<file path="src/rtl/pipe_array_mult.sv">
// Pipelined carry-save array multiplier, unsigned or Baugh-Wooley signed per operation.
// Partial-product rows are spread over STAGES register stages; the last stage resolves the carries.
module pipe_array_mult #(
    parameter int WIDTH  = 16,
    parameter int STAGES = 4
) (
    input  logic                 clk,
    input  logic                 rst,
    input  logic                 in_valid,
    output logic                 in_ready,
    input  logic [WIDTH-1:0]     a,
    input  logic [WIDTH-1:0]     b,
    input  logic                 is_signed,
    output logic                 out_valid,
    input  logic                 out_ready,
    output logic [2*WIDTH-1:0]   product
);
    localparam int PW    = 2 * WIDTH;
    localparam int GROUP = (WIDTH + STAGES - 1) / STAGES;
    localparam logic [PW-1:0] BW_CONST = (PW'(1) << WIDTH) | (PW'(1) << (PW - 1));

    // Handshake: a transfer happens on any cycle where valid && ready. The whole pipe
    // moves together when the output register is empty or being drained, otherwise
    // every stage holds; in_ready mirrors that and is combinational from out_ready.
    logic advance;
    assign advance  = !out_valid || out_ready;
    assign in_ready = advance;

    // Row j of the partial-product array; signed mode inverts the MSB row and column
    // except the corner bit.
    function automatic logic [PW-1:0] pp_row(input logic [WIDTH-1:0] x,
                                             input logic             yj,
                                             input logic             sgn,
                                             input int               j);
        logic [WIDTH-1:0] bits;
        bits = '0;
        for (int i = 0; i < WIDTH; i++) begin
            bits[i] = x[i] & yj;
            if (sgn && ((i == WIDTH - 1) != (j == WIDTH - 1)))
                bits[i] = ~bits[i];
        end
        return PW'(bits) << j;
    endfunction

    function automatic logic [2*PW-1:0] csa_group(input logic [PW-1:0]    s_in,
                                                  input logic [PW-1:0]    c_in,
                                                  input logic [WIDTH-1:0] x,
                                                  input logic [WIDTH-1:0] y,
                                                  input logic             sgn,
                                                  input int               grp);
        logic [PW-1:0] s, c, r, s_nx;
        s = s_in;
        c = c_in;
        r = '0;
        s_nx = '0;
        for (int k = 0; k < GROUP; k++) begin
            if (grp * GROUP + k < WIDTH) begin
                r    = pp_row(x, y[grp*GROUP+k], sgn, grp * GROUP + k);
                s_nx = s ^ c ^ r;
                c    = ((s & c) | (s & r) | (c & r)) << 1;
                s    = s_nx;
            end
        end
        return {s, c};
    endfunction

    generate
        if (STAGES == 1) begin : g_single
            logic [PW-1:0] fs, fc;

            always_comb begin
                {fs, fc} = csa_group(is_signed ? BW_CONST : '0, '0, a, b, is_signed, 0);
            end

            always_ff @(posedge clk or posedge rst) begin
                if (rst) begin
                    out_valid <= 1'b0;
                    product   <= '0;
                end else if (advance) begin
                    out_valid <= in_valid;
                    if (in_valid)
                        product <= fs + fc;
                end
            end
        end else begin : g_multi
            logic [STAGES-2:0] vld_r;
            logic [STAGES-2:0] sgn_r;
            logic [WIDTH-1:0]  a_r   [STAGES-1];
            logic [WIDTH-1:0]  b_r   [STAGES-1];
            logic [PW-1:0]     sum_r [STAGES-1];
            logic [PW-1:0]     car_r [STAGES-1];
            logic [PW-1:0]     nsum  [STAGES];
            logic [PW-1:0]     ncar  [STAGES];

            // Stage 0 seeds the sum vector with the Baugh-Wooley correction constant.
            always_comb begin
                {nsum[0], ncar[0]} = csa_group(is_signed ? BW_CONST : '0, '0, a, b, is_signed, 0);
                for (int s = 1; s < STAGES; s++)
                    {nsum[s], ncar[s]} = csa_group(sum_r[s-1], car_r[s-1], a_r[s-1], b_r[s-1],
                                                   sgn_r[s-1], s);
            end

            always_ff @(posedge clk or posedge rst) begin
                if (rst) begin
                    vld_r     <= '0;
                    sgn_r     <= '0;
                    out_valid <= 1'b0;
                    product   <= '0;
                    for (int s = 0; s < STAGES - 1; s++) begin
                        a_r[s]   <= '0;
                        b_r[s]   <= '0;
                        sum_r[s] <= '0;
                        car_r[s] <= '0;
                    end
                end else if (advance) begin
                    vld_r[0] <= in_valid;
                    if (in_valid) begin
                        a_r[0]   <= a;
                        b_r[0]   <= b;
                        sgn_r[0] <= is_signed;
                        sum_r[0] <= nsum[0];
                        car_r[0] <= ncar[0];
                    end
                    for (int s = 1; s < STAGES - 1; s++) begin
                        vld_r[s] <= vld_r[s-1];
                        sgn_r[s] <= sgn_r[s-1];
                        a_r[s]   <= a_r[s-1];
                        b_r[s]   <= b_r[s-1];
                        sum_r[s] <= nsum[s];
                        car_r[s] <= ncar[s];
                    end
                    out_valid <= vld_r[STAGES-2];
                    product   <= nsum[STAGES-1] + ncar[STAGES-1];
                end
            end
        end
    endgenerate

endmodule
</file>
<file path="config.mk">
export PLATFORM = sky130hd
export DESIGN_NAME = pipe_array_mult
export DESIGN_NICKNAME = d
export VERILOG_FILES = /design/src/rtl/pipe_array_mult.sv
export SDC_FILE = /design/constraint.sdc
export NUM_CORES = 1
export LEC_CHECK = 0
export ABC_AREA = 1
export ABC_CLOCK_PERIOD_IN_PS = 13500
export CORE_ASPECT_RATIO = 0.7
export CORE_UTILIZATION = 45
export DETAILED_ROUTE_END_ITERATION = 8
export HOLD_SLACK_MARGIN = 0.15
export PLACE_DENSITY = 0.62
export REMOVE_ABC_BUFFERS = 1
export SLEW_MARGIN = 20
export SYNTH_ARGS = -nofsm -noshare
export SYNTH_HDL_FRONTEND = slang
export SYNTH_SLANG_ARGS = --single-unit
</file>
<file path="constraint.sdc">
create_clock -name clk -period 13.5 [get_ports clk]
set_clock_uncertainty 0.1 [all_clocks]
set_input_delay 2.7 -clock clk [delete_from_list [all_inputs] [get_ports clk]]
set_output_delay 2.7 -clock clk [all_outputs]
set_load 0.005 [all_outputs]
</file>
======== Yosys cells after proc, flatten, opt, wreduce, memory -nomap -nowiden ========
Index checks and enable logic that the tools add are counted.
word-level totals
  flip-flop bits (word level) ............. 324
  output and inout bits ................... 34
  bits of input ports ..................... 37
cells by class
  multiplexer cells ....................... 31
  $add $sub $neg .......................... 1
  reduce and logical (&&, ||, !) cells .... 3
  bitwise operators ....................... 393
operators with widths
  kind                                             count
  31-bit bitwise OR                                30
  31-bit AND                                       17
  32-bit bitwise XOR                               15
  1-bit AND                                        256
  31-bit by 17-bit AND with 31-bit output          2
  31-bit by 18-bit AND with 31-bit output          2
  31-bit by 19-bit AND with 31-bit output          2
  31-bit by 20-bit AND with 31-bit output          2
  31-bit by 21-bit AND with 31-bit output          2
  31-bit by 22-bit AND with 31-bit output          2
  31-bit by 23-bit AND with 31-bit output          2
  31-bit by 24-bit AND with 31-bit output          2
  31-bit by 25-bit AND with 31-bit output          2
  31-bit by 26-bit AND with 31-bit output          2
  31-bit by 27-bit AND with 31-bit output          2
  31-bit by 28-bit AND with 31-bit output          2
  31-bit by 29-bit AND with 31-bit output          2
  31-bit by 30-bit AND with 31-bit output          2
  32-bit adder                                     1
  32-bit 2-to-1 mux                                1
  32-bit by 16-bit bitwise XOR with 32-bit output  1
  32-bit by 17-bit bitwise XOR with 32-bit output  1
  32-bit by 18-bit bitwise XOR with 32-bit output  1
  32-bit by 19-bit bitwise XOR with 32-bit output  1
  other kinds (18)                                 76

======== Longest topological paths before layout ========
Gate-level depths: netlist of run 1.
  depth in word-level cells ............... 16
  gate-level depth with buffers ........... 23
  depth with buffers taken out ............ 21

======== Worst setup path after synthesis of run 1 ========
OpenSTA, ideal clock, no wires.
  path type ............................... in2out
  start point ............................. input port out_ready
  end point ............................... output port in_ready
  data arrival time ....................... 3.255 ns
  cell stages on the path ................. 4
  path slack .............................. 7.445 ns
  cells stage by stage .................... nor2_4 inv_2 buf_2 buf_2
on the way
  word-level cells in the longest chain between the ends .. 1
ends and longest elaborated chain
  what              RTL line  RTL
  start, declared   15        input logic out_ready,
  1-bit logical OR  26        assign advance = !out_valid || out_ready;
  end, declared     10        output logic in_ready,
Every way passes these cells.

======== Worst setup path in the final report of run 1 ========
Same ends and word-level chain as after synthesis.

==> impl_metrics.env, run 1 <==
export IMPL_antenna_found_initial=0
export IMPL_async_reset_ff_frac=1.00
export IMPL_drt_initial_drc_count=558
export IMPL_hold_buffers=0
export IMPL_worstPathRequired_ps=10700
export IMPL_drc=0
export IMPL_reg2reg_from="g_multi.b_r[12]"
export IMPL_endpoint_kind="output pin"
export IMPL_critPathSlowestCell="clkdlybuf4s50_1"
export IMPL_routed_via_count=11951
export IMPL_overflow=0
export IMPL_yosysMostFrequentCell="nand2_1"
export IMPL_syn_cell_area_um2=16800
export IMPL_met1_usage=0.253
export IMPL_synth_top_cell_by_area="dfrtp_1"
export IMPL_grt_usage=0.177
export IMPL_fin_crit_ps=6740
export IMPL_hpwl_um=22900
export IMPL_dieArea_um2=38200
export IMPL_initial_utilization=0.463
export IMPL_relSlewSlack=0.381
export IMPL_drt_pass1_iterations=5
export IMPL_rsz0062_at_grt="false"
export IMPL_fin_setup_tns_ps=0
export IMPL_path_clk_slew_ps=50
export IMPL_routedWlPerCell_um=12.1
export IMPL_vias_per_cell=4.60
export IMPL_die_height_um=164
export IMPL_outcome="completed"
export IMPL_core_um2=36400
export IMPL_synth_edff_count=0
export IMPL_setup_viol=0
export IMPL_cts_root_buf="clkbuf_16"
export IMPL_crit_top_cell="clkdlybuf4s50_1"
export IMPL_hold_viol_final=0
export IMPL_area_delta_synth_final_pct=11.2
export IMPL_rr_endpoint="product[24]"
export IMPL_cts_buffers=26
export IMPL_synth_ff_latch_count=228
export IMPL_worst_path_max_fanout=6
export IMPL_cp_data_arrival_time_ps=3940
export IMPL_antennaDiodeCount=0
export IMPL_drv_slew=0
export IMPL_synth_common_cells="nand2_1 (910), inv_1 (467), dfrtp_1 (228)"
export IMPL_crit_family="buffers and inverters"
export IMPL_whs_path_depth=2
export IMPL_hold_path_class="reg2reg"
export IMPL_fin_hold_ws_ps=355
export IMPL_critPathKind="in2out"
export IMPL_layout_drive_gt1_share=0.0255
export IMPL_htreeDepth=1
export IMPL_startpoint="out_ready"
export IMPL_port_buffers=70
export IMPL_postCtsSetupRepairBufs=0
export IMPL_clkSinkCount=228
export IMPL_ys_seq_area_frac=0.339
export IMPL_synth_flop_cell="dfrtp_1"
export IMPL_synthCells=2081
export IMPL_cp_start_kind="primary input"
export IMPL_yosys_top_cells_area="dfrtp_1 (34%), fa_1 (25%), nand2_1 (20%)"
export IMPL_met3_usage=0.0233
export IMPL_grt_start_max_net_pins=171
export IMPL_ff2ff_setup_slack_ps=8830
export IMPL_wl_um=31500
export IMPL_clock_path_buffers=3
export IMPL_ant_nets=0
export IMPL_fin_nets=2394
export IMPL_reg2reg_depth=18
export IMPL_timing_final_crit_share=0.499
export IMPL_routabilityCongestion=0.866
export IMPL_num_rows=58
export IMPL_met2_usage=0.290
export IMPL_cts_tree="done"
export IMPL_cp_num_buf_inv=3
export IMPL_ys_types=23
export IMPL_cp_slowest_stage_delay_ps=530
export IMPL_grt_pass1_wl_um=55700
export IMPL_fin_util=0.515
export IMPL_io_pins=71
export IMPL_dieWidth_um=233
export IMPL_critical_path_depth=4
export IMPL_crit_path_cell_trace="clkdlybuf4s50_1 > nor2_4 > inv_4 > clkdlybuf4s50_1"
export IMPL_syn_area_per_cell_um2=8.08
export IMPL_hold_end="out_valid"
export IMPL_tightest_slew_ps=929
export IMPL_grt_pass1_vias=12044
export IMPL_busiest_layer="met2"
export IMPL_yosys_warnings=0
export IMPL_cts_resized=0
export IMPL_clk_latency_ps=540
export IMPL_cap_violations=0
export IMPL_min_from="g_multi.vld_r[2]"
export IMPL_synth_top_area_frac=0.339
export IMPL_clock_fmax_ghz=0.148
## cell type report
cell class,count,area (um2)
clock inverters,6,105
fillers,3454,17600
clock buffers,38,767
well taps,480,601
flip-flops and latches,228,5710
repair buffers,77,766
inverters,469,1770
multi-input cells,1300,9000
## cell families after synthesis
family                     synth area share
adders and majority gates             0.284
and+or+nand+nor                       0.218
DFF                                   0.339
xor gates and xnor gates             0.0167
buffers and inverters                 0.126
AOI/OAI and AO/OA                    0.0164
## through the flow
| step | area (um2) | instances | setup slack, ps |
|---|---|---|---|
| 2_1_floorplan | 16500 | 1997 | 4450 |
| 3_3_place_gp | 17800 | 2554 | 6730 |
| 3_5_place_dp | 17800 | 2554 | 6730 |
| 4_1_cts | 18700 | 2598 | 6730 |
| 5_1_grt | 18700 | 2598 | 6690 |
| 6_report | 18700 | 2598 | 6760 |
## layer usage
| layer | part of all wire | vias to the layer above |
|---|---|---|
| met1 | 0.50 | 5869 |
| met5 | 0 | - |
| met4 | 0.016 | 0 |
| met3 | 0.029 | 34 |
| met2 | 0.46 | 127 |
| li1 | - | 5921 |
## registers in the layout, indices dropped and copies added (netlist names)
register / count
out_valid: 1
g_multi.sgn_r: 1
product: 32
g_multi.vld_r: 3
g_multi.car_r: 48
g_multi.sum_r: 71
g_multi.a_r: 48
g_multi.b_r: 24
## layout by cell type, fill, tap and decap left out, types with 5 or more instances in the layout
cell	netlist	layout
a21oi_1	8	8
nand3_1	23	23
clkdlybuf4s50_1	0	70
ha_1	44	44
buf_4	1	6
o21ai_0	46	46
clkbuf_1	52	6
nand2_1	910	910
fa_1	211	211
clkbuf_16	0	27
clkbuf_8	0	5
dfrtp_1	228	228
inv_1	467	466
nor2_1	11	11
xor2_1	30	30
## how the worst max path moves through the flow
stage / end / slack, ps
after floorplan: g_multi.a_r[0] / 4450
after global placement: in_ready / 6730
after detailed placement: in_ready / 6730
after CTS: in_ready / 6730
after global routing: in_ready / 6690
final: in_ready / 6760
## worst min-delay path, delay by kind of cell, from the launching register on
kind | cells | cell delay [ps]
buf+inv | 1 | 40
flops | 1 | 320
simple gates | 1 | 60
Power of run 1 is left out: the tool's default activity adds up to more than one toggle a clock period on the data nets, which glitch-free logic cannot reach.
==> run 2: changes to the inputs <==
--- a/config.mk
+++ b/config.mk
@@ -6,12 +6,12 @@
 export NUM_CORES = 1
 export LEC_CHECK = 0
 export ABC_AREA = 1
-export ABC_CLOCK_PERIOD_IN_PS = 13500
+export ABC_CLOCK_PERIOD_IN_PS = 5640
 export CORE_ASPECT_RATIO = 0.7
 export CORE_UTILIZATION = 45
 export DETAILED_ROUTE_END_ITERATION = 8
 export HOLD_SLACK_MARGIN = 0.15
-export PLACE_DENSITY = 0.62
+export PLACE_DENSITY = 0.64
 export REMOVE_ABC_BUFFERS = 1
 export SLEW_MARGIN = 20
 export SYNTH_ARGS = -nofsm -noshare
==> constraint.sdc (replaced) <==
create_clock -name clk -period 5.64 [get_ports clk]
set_clock_uncertainty 0.1 [all_clocks]
set_input_delay 1.128 -clock clk [delete_from_list [all_inputs] [get_ports clk]]
set_output_delay 1.128 -clock clk [all_outputs]
set_load 0.005 [all_outputs]
==> impl_metrics.env, run 2 (synthesized netlist as in run 1, its figures left out) <==
export IMPL_fin_nets=2398
export IMPL_fin_hold_ws_ps=370
export IMPL_dieArea_um2=38200
export IMPL_ant_nets=0
export IMPL_antenna_found_initial=0
export IMPL_hpwl_um=23900
export IMPL_whs_path_depth=2
export IMPL_antennaDiodeCount=0
export IMPL_cts_tree="done"
export IMPL_hold_viol_final=0
export IMPL_ff2ff_setup_slack_ps=1070
export IMPL_grt_usage=0.183
export IMPL_clock_fmax_ghz=0.219
export IMPL_placed_area_um2=17900
export IMPL_largest_reg_flops=71
export IMPL_clock_path_buffers=3
export IMPL_path_clk_slew_ps=60
export IMPL_largestRegisters="g_multi.sum_r x71, g_multi.a_r x48, g_multi.car_r x48"
export IMPL_hold_path_class="reg2reg"
export IMPL_dieWidth_um=233
export IMPL_crit_family="adder cells"
export IMPL_fin_crit_ps=4570
export IMPL_fin_area_um2=18800
export IMPL_routabilityCongestion=0.841
export IMPL_drt_initial_drc_count=564
export IMPL_reg2reg_depth=18
export IMPL_initial_utilization=0.463
export IMPL_grt_start_max_net_pins=128
export IMPL_cts_root_buf="clkbuf_16"
export IMPL_cts_resized=0
export IMPL_clk_latency_ps=550
export IMPL_hold_buffers=0
export IMPL_postCtsSetupRepairBufs=0
export IMPL_cp_num_buf_inv=5
export IMPL_endpoint_kind="register"
export IMPL_worst_path_max_fanout=17
export IMPL_setup_viol=0
export IMPL_vias_per_cell=4.58
export IMPL_cp_start_kind="register"
export IMPL_critical_path_depth=18
export IMPL_worstPathRequired_ps=5970
export IMPL_drt_pass1_iterations=5
export IMPL_relSlewSlack=0.351
export IMPL_area_delta_synth_final_pct=11.8
export IMPL_cp_slowest_stage_delay_ps=710
export IMPL_htreeDepth=1
export IMPL_io_pins=71
export IMPL_wl_um=32600
export IMPL_cp_data_arrival_time_ps=4910
export IMPL_rsz0062_at_grt="false"
export IMPL_routedWlPerCell_um=12.5
export IMPL_cap_violations=0
export IMPL_final_common_cell="nand2_1"
export IMPL_drc=0
export IMPL_fin_ws_ps=1070
export IMPL_grt_pass1_vias=12090
export IMPL_clkSinkCount=228
export IMPL_final_cell_mix="nand2_1 (910), inv_1 (466), dfrtp_1 (228), fa_1 (211), clkdlybuf4s50_1 (70)"
export IMPL_drv_slew=0
export IMPL_num_fill_cells=3399
export IMPL_core_um2=36400
export IMPL_pre_cts_slack_ps=1050
export IMPL_routed_via_count=11921
export IMPL_fin_setup_tns_ps=0
export IMPL_cts_buffers=26
export IMPL_die_height_um=164
export IMPL_regMostFlops="g_multi.sum_r"
export IMPL_layout_drive_gt1_share=0.0306
export IMPL_grt_pass1_wl_um=57000
export IMPL_overflow=0
export IMPL_critPathKind="reg2reg"
export IMPL_tightest_slew_ps=974
export IMPL_timing_final_crit_share=0.811
export IMPL_crit_path_cell_trace="nand2_1 > inv_1 > fa_1 > fa_1 > inv_1 > fa_1 > fa_1 > inv_1 > ha_1 > inv_1 > fa_1 > inv_1 > nand3_1 > nand3_1 > a21oi_1 > or2_2 > nand3_1 > nand2_1"
export IMPL_port_buffers=70
export IMPL_num_rows=58
export IMPL_outcome="completed"
export IMPL_critPathSlowestCell="dfrtp_1"
run 2: cell count changes in the layout (fill, tap and decap cells not counted):
cell	previous run	this run
clkinv_2	3	6
bufinv_16	3	4
buf_4	6	10
inv_8	1	2
clkbuf_8	5	7
clkbuf_1	6	2
run 2: path summary, 6_finish.rpt:
| path | start | end |
|---|---|---|
| min reg2reg | g_multi.sum_r[9] | product[9] |
| max reg2reg | g_multi.b_r[12] | product[24] |
| max | g_multi.b_r[12] | product[24] |
| min in group asynchronous | rst | g_multi.sum_r[31] |
| min | g_multi.sum_r[9] | product[9] |
| max in group asynchronous | rst | g_multi.sum_r[36] |
run 2: routing by layer:
metal | GRT usage | wire length [um]
met5 | 0 | 0
met2 | 0.291 | 14900
met1 | 0.265 | 16100
met3 | 0.0238 | 907
met4 | 0.0437 | 708
run 2: final cells by class:
cell class | instances | area, um2 | area share
sequential | 228 | 5710 | 0.303
tap | 480 | 601 | 0.0319
clock inverter | 11 | 161 | 0.00858
inverter | 469 | 1770 | 0.0941
multi-input combinational | 1300 | 9000 | 0.478
timing repair buffer | 81 | 796 | 0.0423
clock buffer | 36 | 779 | 0.0414
run 2: worst reg2reg max path, cell delays in order, from the launching register on:
cell	delay (ps)
dfrtp_1	710
nand2_1	120
inv_1	90
fa_1	430
fa_1	500
inv_1	50
fa_1	490
fa_1	420
inv_1	70
ha_1	160
inv_1	60
fa_1	460
inv_1	100
nand3_1	70
nand3_1	130
a21oi_1	100
or2_2	270
nand3_1	70
nand2_1	50
run 2: through the flow:
stage	std cells	utilization
2_1_floorplan	1997	-
3_3_place_gp	2558	0.492
3_5_place_dp	2558	0.492
4_1_cts	2605	0.517
5_1_grt	2605	0.517
6_report	2605	0.517
Power of run 2 is left out for the same reason.
==> RTL edit (config.mk and constraints of run 2) <==
Reset style: synchronous (`rst`), changed in 2 clocked blocks.
--- a/src/rtl/pipe_array_mult.sv
+++ b/src/rtl/pipe_array_mult.sv
@@ -72,7 +72,7 @@
                 {fs, fc} = csa_group(is_signed ? BW_CONST : '0, '0, a, b, is_signed, 0);
             end
 
-            always_ff @(posedge clk or posedge rst) begin
+            always_ff @(posedge clk) begin
                 if (rst) begin
                     out_valid <= 1'b0;
                     product   <= '0;
@@ -100,7 +100,7 @@
                                                    sgn_r[s-1], s);
             end
 
-            always_ff @(posedge clk or posedge rst) begin
+            always_ff @(posedge clk) begin
                 if (rst) begin
                     vld_r     <= '0;
                     sgn_r     <= '0;
Function: no difference found for any inputs over 4 cycles, from zero or initial values and one cycle with rst high; that may be too few to reach the edited logic, so the function may still have changed.
==> RTL edit against run 2 <==
- the flow now finishes with violations (design-rule violations)
- critical endpoint is now product[28]
- core utilization decreased by 1.0 points
- synthesized area up 0.81%
- worst setup slack improved by 230 ps
- design area about the same
- sequential cell count is 3 higher
- hold slack lost 21 ps
- synthesized cell count fell by 10%
- sequential share of layout area increased by 4.4 points
- global-route usage down 2.1 points
- routed wire length shrank 11%
==> RTL edit: results (changes against run 2) <==
ys async rst share - 0% (was 100.0%)
TritonCTS buffer count - 25 (was 26)
post-DP HPWL - 22060 µm (was 23950 µm)
drc violations - 5 (was 0)
commonest cells in the netlist - inv_1 (641), nand2_1 (366), fa_1 (211) (was nand2_1 (910), inv_1 (467), dfrtp_1 (228))
routed wire length - 29010 µm (was 32610 µm)
port bufs - 70 (unchanged)
Placement Setup Slack - 1287 ps (was 1055 ps)
post-DR vias/cell - 4.336 (was 4.576)
outcome - finished, violations left (was finished, final reports clean)
Final nets - 2203 (was 2398)
largest net degree at the start of global routing - 145 (was 128)
Seq/Total Area, Yosys - 38.60% (was 33.91%)
placed cell area - 18000 µm² (was 17870 µm²)
failing checks - design-rule violations
Layout Cells excl Fill - 2416 (was 2605)
Worst Max-Slew Pin Slew - 1058 ps (was 973.8 ps)
synth unique cells - 28 (was 23)
reg2reg end - product[28] (was product[24])
first-pass GRT wire length - 50850 µm (was 57050 µm)
share of cells above drive strength 1 - 2.645% (was 3.059%)
largest cells by area after synthesis - edfxtp_1 (34%), fa_1 (25%), inv_1 (14%) (was dfrtp_1 (34%), fa_1 (25%), nand2_1 (20%))
largest registers - g_multi.sum_r (72), g_multi.a_r (48), g_multi.car_r (48) (was g_multi.sum_r (71), g_multi.a_r (48), g_multi.car_r (48))
Placer Congestion - 0.8095 (was 0.8409)
all-layer global routing usage - 16.16% (was 18.26%)
final worst-path cycle share - 77.02% (was 81.08%)
CP Data Arrival Time - 4670 ps (was 4910 ps)
r2r startpoint - g_multi.b_r[0][44] (was g_multi.b_r[12])
Crit Path Max Fanout - 16 (was 17)
Reg2Reg Depth - 19 (was 18)
Main synth FF type - edfxtp_1 (was dfrtp_1)
vias in the first global route - 10580 (was 12090)
number of synthesized flops with an enable pin - 192 (was 0)
synthesized instance count - 1870 (was 2081)
drt pass-1 iters - 9 (was 5)
number of DRC markers in iteration 0 - 431 (was 564)
[RTL edit: how the worst min path moves through the flow]
stage / startpoint / endpoint / slack [ps] / depth (start not counted)
after detailed placement: product[25] / product[25] / 340 / 2
after CTS: product[25] / product[25] / 350 / 2
after global placement: product[21] / product[21] / 340 / 2
after floorplan: g_multi.vld_r[2] / out_valid / 330 / 2
after global routing: product[21] / product[21] / 370 / 2
final: product[25] / product[25] / 350 / 2
[RTL edit: kinds of logic after synthesis]
kind of cell    count (synthesis)  synth area share [%]
compound gates                 44                 1.638
xor+xnor                       32                 1.653
buf+inv                       706                 16.22
simple gates                  601                 13.66
fa+ha+maj                     256                 28.23
flops                         231                 38.60
[RTL edit: worst max-delay path, stage by stage, from the launching register on]
cell	delay, ps
edfxtp_1	650
nand2_1	90
inv_1	80
fa_1	420
fa_1	500
inv_1	50
fa_1	500
fa_1	410
inv_1	70
ha_1	150
inv_1	60
fa_1	450
inv_1	90
nand3_1	70
nand3_1	140
nand3_1	110
nand3_1	90
nand2_1	50
nand3_1	70
nand2_1	70
[RTL edit: power breakdown]
| part | internal, mW | switching (mW) |
|---|---|---|
| clock | 0.964 | 0.676 |
| combinational | 0.609 | 0.770 |
| sequential | 2.13 | 0.166 |
| total | 3.70 | 1.61 |
[RTL edit: area by class of cell]
type / instances / area [µm²]
fill: 3455 / 18300
multi-input combinational: 933 / 7665
sequential: 231 / 6546
inverter: 642 / 2417
timing repair buffer: 77 / 765.7
clock buffer: 37 / 743.2
tap: 488 / 610.6
clock inverter: 8 / 83.83
[RTL edit: metal layers]
metal / track usage [%] / vias to the layer above / part of all wire, %
li1: - / 5347 / -
met1: 23.45 / 4970 / 51
met3: 2.383 / 36 / 2.8
met4: 2.981 / 0 / 1.8
met2: 26.03 / 122 / 44
met5: 0 / - / 0
